`src/rtl/cpu_param.sv`:
```
// +----------------------------------------------------------------------------
// | cpu_param : parametrised A-RISC core (16-bit instructions, W-bit datapath)
// | Rev 1.0
// +----------------------------------------------------------------------------
`default_nettype none

module cpu_param #(
  parameter int W       = 8,
  parameter int NUM_GPR = 8,
  parameter int IADDR_W = 8,
  parameter int DADDR_W = 8,
  parameter int CNT_W   = 16
) (
  input  logic               clk,
  input  logic               rstn,
  input  logic               start,
  output logic [IADDR_W-1:0] iram_addr,
  input  logic [15:0]        iram_dout,
  output logic               dram_req,
  output logic               dram_write,
  output logic [DADDR_W-1:0] dram_addr,
  output logic [W-1:0]       dram_din,
  input  logic [W-1:0]       dram_dout,
  input  logic               dram_ack,
  output logic               idle,
  output logic               error,
  output logic [CNT_W-1:0]   instr_count
);

  typedef enum logic [2:0] {
    S_IDLE  = 3'd0,
    S_FETCH = 3'd1,
    S_EXEC  = 3'd2,
    S_MEM   = 3'd3,
    S_ERROR = 3'd4
  } state_t;

  localparam logic [3:0] OP_END = 4'd0;
  localparam logic [3:0] OP_ADD = 4'd1;
  localparam logic [3:0] OP_SUB = 4'd2;
  localparam logic [3:0] OP_MUL = 4'd3;
  localparam logic [3:0] OP_DV2 = 4'd4;
  localparam logic [3:0] OP_LDC = 4'd5;
  localparam logic [3:0] OP_LDM = 4'd6;
  localparam logic [3:0] OP_STM = 4'd7;
  localparam logic [3:0] OP_MOV = 4'd8;
  localparam logic [3:0] OP_BNE = 4'd9;
  localparam logic [3:0] OP_BLT = 4'd10;

  state_t             state_q;
  logic [IADDR_W-1:0] pc_q;
  logic [W-1:0]       adr_q;
  logic [W-1:0]       jad_q;
  logic [W-1:0]       din_q;
  logic [W-1:0]       gpr_q [NUM_GPR];
  logic [CNT_W-1:0]   cnt_q;
  logic               err_q;
  logic               req_q;
  logic               wr_q;
  logic [DADDR_W-1:0] daddr_q;
  logic [W-1:0]       ddin_q;

  logic [3:0]         opc, rd, ra, rb;
  logic [W-1:0]       con;
  logic [W-1:0]       ra_val, rb_val;
  logic [W-1:0]       alu_res;
  logic [W-1:0]       half;
  logic               wr_en, taken, mem_op, illegal;
  logic [IADDR_W-1:0] jad_pc, pc_d;
  logic [DADDR_W-1:0] adr_dram;
  logic [CNT_W-1:0]   cnt_d;

  assign opc = iram_dout[3:0];
  assign rd  = iram_dout[7:4];
  assign ra  = iram_dout[11:8];
  assign rb  = iram_dout[15:12];

  if (IADDR_W <= W) begin : g_jad_trunc
    assign jad_pc = jad_q[IADDR_W-1:0];
  end else begin : g_jad_ext
    assign jad_pc = {{(IADDR_W-W){1'b0}}, jad_q};
  end

  if (DADDR_W <= W) begin : g_adr_trunc
    assign adr_dram = adr_q[DADDR_W-1:0];
  end else begin : g_adr_ext
    assign adr_dram = {{(DADDR_W-W){1'b0}}, adr_q};
  end

  always_comb begin
    con      = '0;
    con[7:0] = {ra, rb};
  end

  function automatic logic [W-1:0] reg_read(input logic [3:0] idx);
    logic [W-1:0] v;
    v = '0;
    case (idx)
      4'd0: v = '0;
      4'd1: v = W'(1);
      4'd2: v = din_q;
      4'd3: v = con;
      4'd4: v = adr_q;
      4'd5: v = jad_q;
      default: begin
        for (int g = 0; g < NUM_GPR; g++) begin
          if (idx == 4'(g + 6)) v = gpr_q[g];
        end
      end
    endcase
    return v;
  endfunction

  assign ra_val = reg_read(ra);
  assign rb_val = reg_read(rb);

  // Bias negatives by one before the arithmetic shift so the result truncates toward zero.
  assign half = ra_val + W'(ra_val[W-1]);

  always_comb begin
    alu_res = '0;
    wr_en   = 1'b0;
    taken   = 1'b0;
    mem_op  = 1'b0;
    illegal = 1'b0;
    case (opc)
      OP_END: ;
      OP_ADD: begin alu_res = ra_val + rb_val; wr_en = 1'b1; end
      OP_SUB: begin alu_res = ra_val - rb_val; wr_en = 1'b1; end
      OP_MUL: begin alu_res = ra_val * rb_val; wr_en = 1'b1; end
      OP_DV2: begin alu_res = {half[W-1], half[W-1:1]}; wr_en = 1'b1; end
      OP_LDC: begin alu_res = con; wr_en = 1'b1; end
      OP_LDM, OP_STM: mem_op = 1'b1;
      OP_MOV: begin alu_res = ra_val; wr_en = 1'b1; end
      OP_BNE: taken = (ra_val != rb_val);
      OP_BLT: taken = ($signed(ra_val) < $signed(rb_val));
      default: illegal = 1'b1;
    endcase
  end

  assign pc_d  = (opc == OP_END) ? '0 : (taken ? jad_pc : pc_q + 1'b1);
  assign cnt_d = (cnt_q == '1) ? cnt_q : cnt_q + 1'b1;

  always_ff @(posedge clk or negedge rstn) begin
    if (!rstn) begin
      state_q <= S_IDLE;
      pc_q    <= '0;
      adr_q   <= '0;
      jad_q   <= '0;
      din_q   <= '0;
      for (int g = 0; g < NUM_GPR; g++) gpr_q[g] <= '0;
      cnt_q   <= '0;
      err_q   <= 1'b0;
      req_q   <= 1'b0;
      wr_q    <= 1'b0;
      daddr_q <= '0;
      ddin_q  <= '0;
    end else begin
      case (state_q)
        S_IDLE, S_ERROR: begin
          if (start) begin
            state_q <= S_FETCH;
            pc_q    <= '0;
            cnt_q   <= '0;
            err_q   <= 1'b0;
          end
        end
        S_FETCH: state_q <= S_EXEC;
        S_EXEC: begin
          if (illegal) begin
            state_q <= S_ERROR;
            err_q   <= 1'b1;
          end else if (mem_op) begin
            state_q <= S_MEM;
            req_q   <= 1'b1;
            wr_q    <= (opc == OP_STM);
            daddr_q <= adr_dram;
            if (opc == OP_STM) ddin_q <= ra_val;
          end else begin
            if (wr_en) begin
              case (rd)
                4'd4: adr_q <= alu_res;
                4'd5: jad_q <= alu_res;
                default: begin
                  for (int g = 0; g < NUM_GPR; g++) begin
                    if (rd == 4'(g + 6)) gpr_q[g] <= alu_res;
                  end
                end
              endcase
            end
            pc_q    <= pc_d;
            cnt_q   <= cnt_d;
            state_q <= (opc == OP_END) ? S_IDLE : S_FETCH;
          end
        end
        S_MEM: begin
          if (dram_ack) begin
            req_q   <= 1'b0;
            wr_q    <= 1'b0;
            if (!wr_q) din_q <= dram_dout;
            pc_q    <= pc_q + 1'b1;
            cnt_q   <= cnt_d;
            state_q <= S_FETCH;
          end
        end
        default: state_q <= S_IDLE;
      endcase
    end
  end

  assign iram_addr   = pc_q;
  assign dram_req    = req_q;
  assign dram_write  = wr_q;
  assign dram_addr   = daddr_q;
  assign dram_din    = ddin_q;
  assign idle        = (state_q == S_IDLE);
  assign error       = err_q;
  assign instr_count = cnt_q;

endmodule

`default_nettype wire

```
`config.mk`:
```
export PLATFORM = sky130hd
export DESIGN_NAME = cpu_param
export DESIGN_NICKNAME = d
export VERILOG_FILES = /design/src/rtl/cpu_param.sv
export SDC_FILE = /design/constraint.sdc
export NUM_CORES = 1
export LEC_CHECK = 0
export CAP_MARGIN = 15
export CORE_MARGIN = 2
export CORE_UTILIZATION = 45
export DETAILED_ROUTE_END_ITERATION = 8
export GPL_TIMING_DRIVEN = 0
export PLACE_DENSITY = 0.71
export SETUP_SLACK_MARGIN = 0.02
export SLEW_MARGIN = 40
export SYNTH_ARGS = -nofsm -noshare
export SYNTH_HDL_FRONTEND = slang
export SYNTH_SLANG_ARGS = --single-unit
```
`constraint.sdc`:
```
create_clock -name clk -period 8.9 [get_ports clk]
set_input_delay 0.89 -clock clk [delete_from_list [all_inputs] [get_ports clk]]
set_output_delay 0.89 -clock clk [all_outputs]
set_load 0.1 [all_outputs]
```
==> impl_results.md <==
- Status: finished, final reports clean
- GRT Util Overall: 0.290
- TritonCTS buffer count: 17
- Root buffer cell: clkbuf_16
- Max_slew headroom: 0.386
- Initial antenna violation count: 0
- Setup TNS Final: 0 ns
- Ant diodes: 0
- Leakage: 5.12 nW
- H-tree depth: 4
- Yosys cell types: 78
- TritonCTS Sinks: 134
- Crit path from: iram_dout[9]
- Cell count after synthesis: 1061
- Pwr/cell area: 246 mW/mm^2
- Synth-to-layout area growth: 16.3%
- Setup-failing EPs final: 0
- Fin Hold WS: 0.348 ns
- Routed WL: 31700 um
- R2R depth: 20
- Startpoint Class: input port
- Number of global-route vias before repair: 8599
- Std-Cell Rows: 53
- Critical Path RT: 9.21 ns
- Grt total ovfl: 0
- FF-to-FF Start: gpr_q[41]
- Final RePlAce weighted congestion: 1.06
- Post_cts resized: 0
- DRT iter0 DRCs: 1065
- Top cell type's share of synthesized area: 0.347
- Crit-path slowest cell: nor2b_1
- Post-CTS setup buffer count: 0
- Fin Clk Skew: 0.0112 ns
- Crit path max fanout: 10
- Worst path depth: 24
- Clk buf depth: 2
- Tightest Hold Check Type: input port to asynchronous set/reset pin
- Die Footprint: 0.0226 mm^2
- Initial Utilization: 0.459
- Worst EP arrival: 7.63 ns
- Worst-Margin Slew: 0.919 ns
- I/O pin cnt: 72
- Synth Register Bits: 134
- Top cells by count, synth: dfrtp_1 (134), nor2_1 (89), nand2_1 (84)
- Cell taking the most area after synthesis: dfrtp_1
- Critical-path cell list: clkdlybuf4s50_1 -> buf_4 -> nor2b_1 -> a2bb2oi_1 -> mux2i_1 -> o211ai_1 -> buf_2 -> buf_4 -> inv_1 -> ha_1 -> inv_1 -> fa_1 -> inv_1 -> ha_1 -> fa_1 -> inv_1 -> fa_1 -> inv_1 -> ha_1 -> xnor2_1 -> a22o_1 -> a22oi_1 -> nand3b_1 -> mux2_2
- Fmax: 137 MHz
- Final hold vios: 0
- Hold bufs inserted after CTS: 0
- DP HPWL: 23900 um
- DIE HEIGHT: 150 um
- Kind of critical path: input port to flip-flop
- Final core occ: 0.534
- CP bufs+invs: 9
- Asr flop ratio synth: 1.00
- Most common cell in the synthesized netlist: dfrtp_1
- Max IR drop VDD: 0.145 mV
- Synth area leaders: dfrtp_1 (35%), mux2_2 (9.2%), ha_1 (4.4%)
- Chip width: 150 um
- Syn Nets: 1137
- Dpl cells: 1414
- Antenna Violating Nets Remaining: 0
- Final nets: 1234
- Number of synthesized flops with an enable pin: 0
- Crit path time final: 7.32 ns
- RSZ-0062 raised after global routing: no
- Clk slew on worst S/H paths: 0.06 ns
- Most common cell on crit path: inv_1
- Main synth FF type: dfrtp_1
- Vias: 8982
- Ys Warns: 0
- Layout Cells excl Fill: 1446
- CTS tree: built
- I/O Buffers: 68
- Share of cells above drive strength 1: 0.185
- DP Worst Slack: 1.34 ns
- Delay-heaviest family, CP: adder cells
- Largest net degree at the start of global routing: 49
- Core Area: 0.0210 mm^2
- Max incr delay on CP: 0.76 ns
- Max_cap viols: 0
- Part of the cycle the worst path needs: 0.822
- Sequential fraction of the synthesis area: 0.347
- Via-to-Cell Ratio: 6.21
- Syn_area_per_cell: 9.10 um^2
- DRC: 0
- First-pass GRT wire length: 49900 um
- Final Max Tran Viols: 0
- Clk_lat worst skew: 0.43 ns
- Crit end category: flip-flop
- Post-synthesis cell area: 0.00966 mm^2
- Worst setup slack after layout: 1.58 ns
- Routed WL per cell: 21.9 um
- First-pass DRT Iterations: 6
registers in the layout (all words and copies together) (netlist names), 3 cells and up:
name         flops
gpr_q           64
instr_count     16
adr_dram         8
din_q            8
dram_addr        8
dram_din         8
iram_addr        8
jad_pc           8
state_q          3
area by class of cell:
| cell class | count | area, um^2 |
|---|---|---|
| Buffer | 55 | 275 |
| Clock buffer | 19 | 453 |
| Clock inverter | 13 | 149 |
| Fill cell | 1910 | 9790 |
| Inverter | 64 | 240 |
| Multi-Input combinational cell | 808 | 5860 |
| Sequential cell | 134 | 3350 |
| Tap cell | 275 | 344 |
| Timing Repair Buffer | 78 | 556 |
worst paths after layout:
| check | end | slack (ns) |
|---|---|---|
| setup / recovery | gpr_q[46] | 1.58 |
| hold / removal | dram_din[1] | 0.35 |
| setup reg to reg | gpr_q[46] | 2.97 |
| hold reg to reg | dram_req | 0.48 |
| max in group asynchronous | gpr_q[39] | 7.69 |
| min in group clk | dram_req | 0.48 |
through the flow:
stage | cell area (um^2) | power (mW)
floorplan | 9660 | 1.71
global placement | 10700 | 2.03
detailed placement | 10600 | 2.03
CTS | 11200 | 2.76
global route | 11200 | 2.91
finish | 11200 | 2.77
layout by cell type (no fill, tap or decap), drive strengths merged, types with 12 or more instances in the layout:
cell / Yosys / final
fa: 14 / 14
a211oi: 13 / 13
a31oi: 17 / 17
dfrtp: 134 / 134
clkdlybuf4s50: 0 / 23
ha: 34 / 34
clkbuf: 23 / 42
a21oi: 64 / 64
mux2i: 30 / 30
xnor2: 12 / 12
nor2b: 21 / 21
o21ai: 79 / 79
inv: 62 / 64
buf: 32 / 87
nor3: 18 / 18
nand2: 84 / 84
mux2: 80 / 80
nand2b: 17 / 17
nand3: 23 / 23
nor2: 89 / 89
a22oi: 18 / 18
power by group:
group | switching, mW | total (mW) | internal [mW]
logic | 0.789 | 1.14 | 0.349
registers | 0.148 | 0.907 | 0.759
clock network | 0.290 | 0.721 | 0.431
kinds of logic after synthesis:
group	Yosys count	synth area share
compound gates	312	0.218
mux	111	0.127
xor+xnor	24	0.0232
fa+ha+maj	48	0.0731
flops	134	0.347
simple gates	313	0.158
buf+inv	119	0.0534
routing by layer:
layer	part of all wire	routed length, um	GRT usage	vias up
met5	0	0	0	-
met4	0.038	1210	0.107	0
met3	0.098	3110	0.0582	93
met2	0.44	14000	0.442	533
met1	0.42	13400	0.408	4279
li1	-	-	-	4077
No activity file was read; power rests on OpenSTA's default activity.
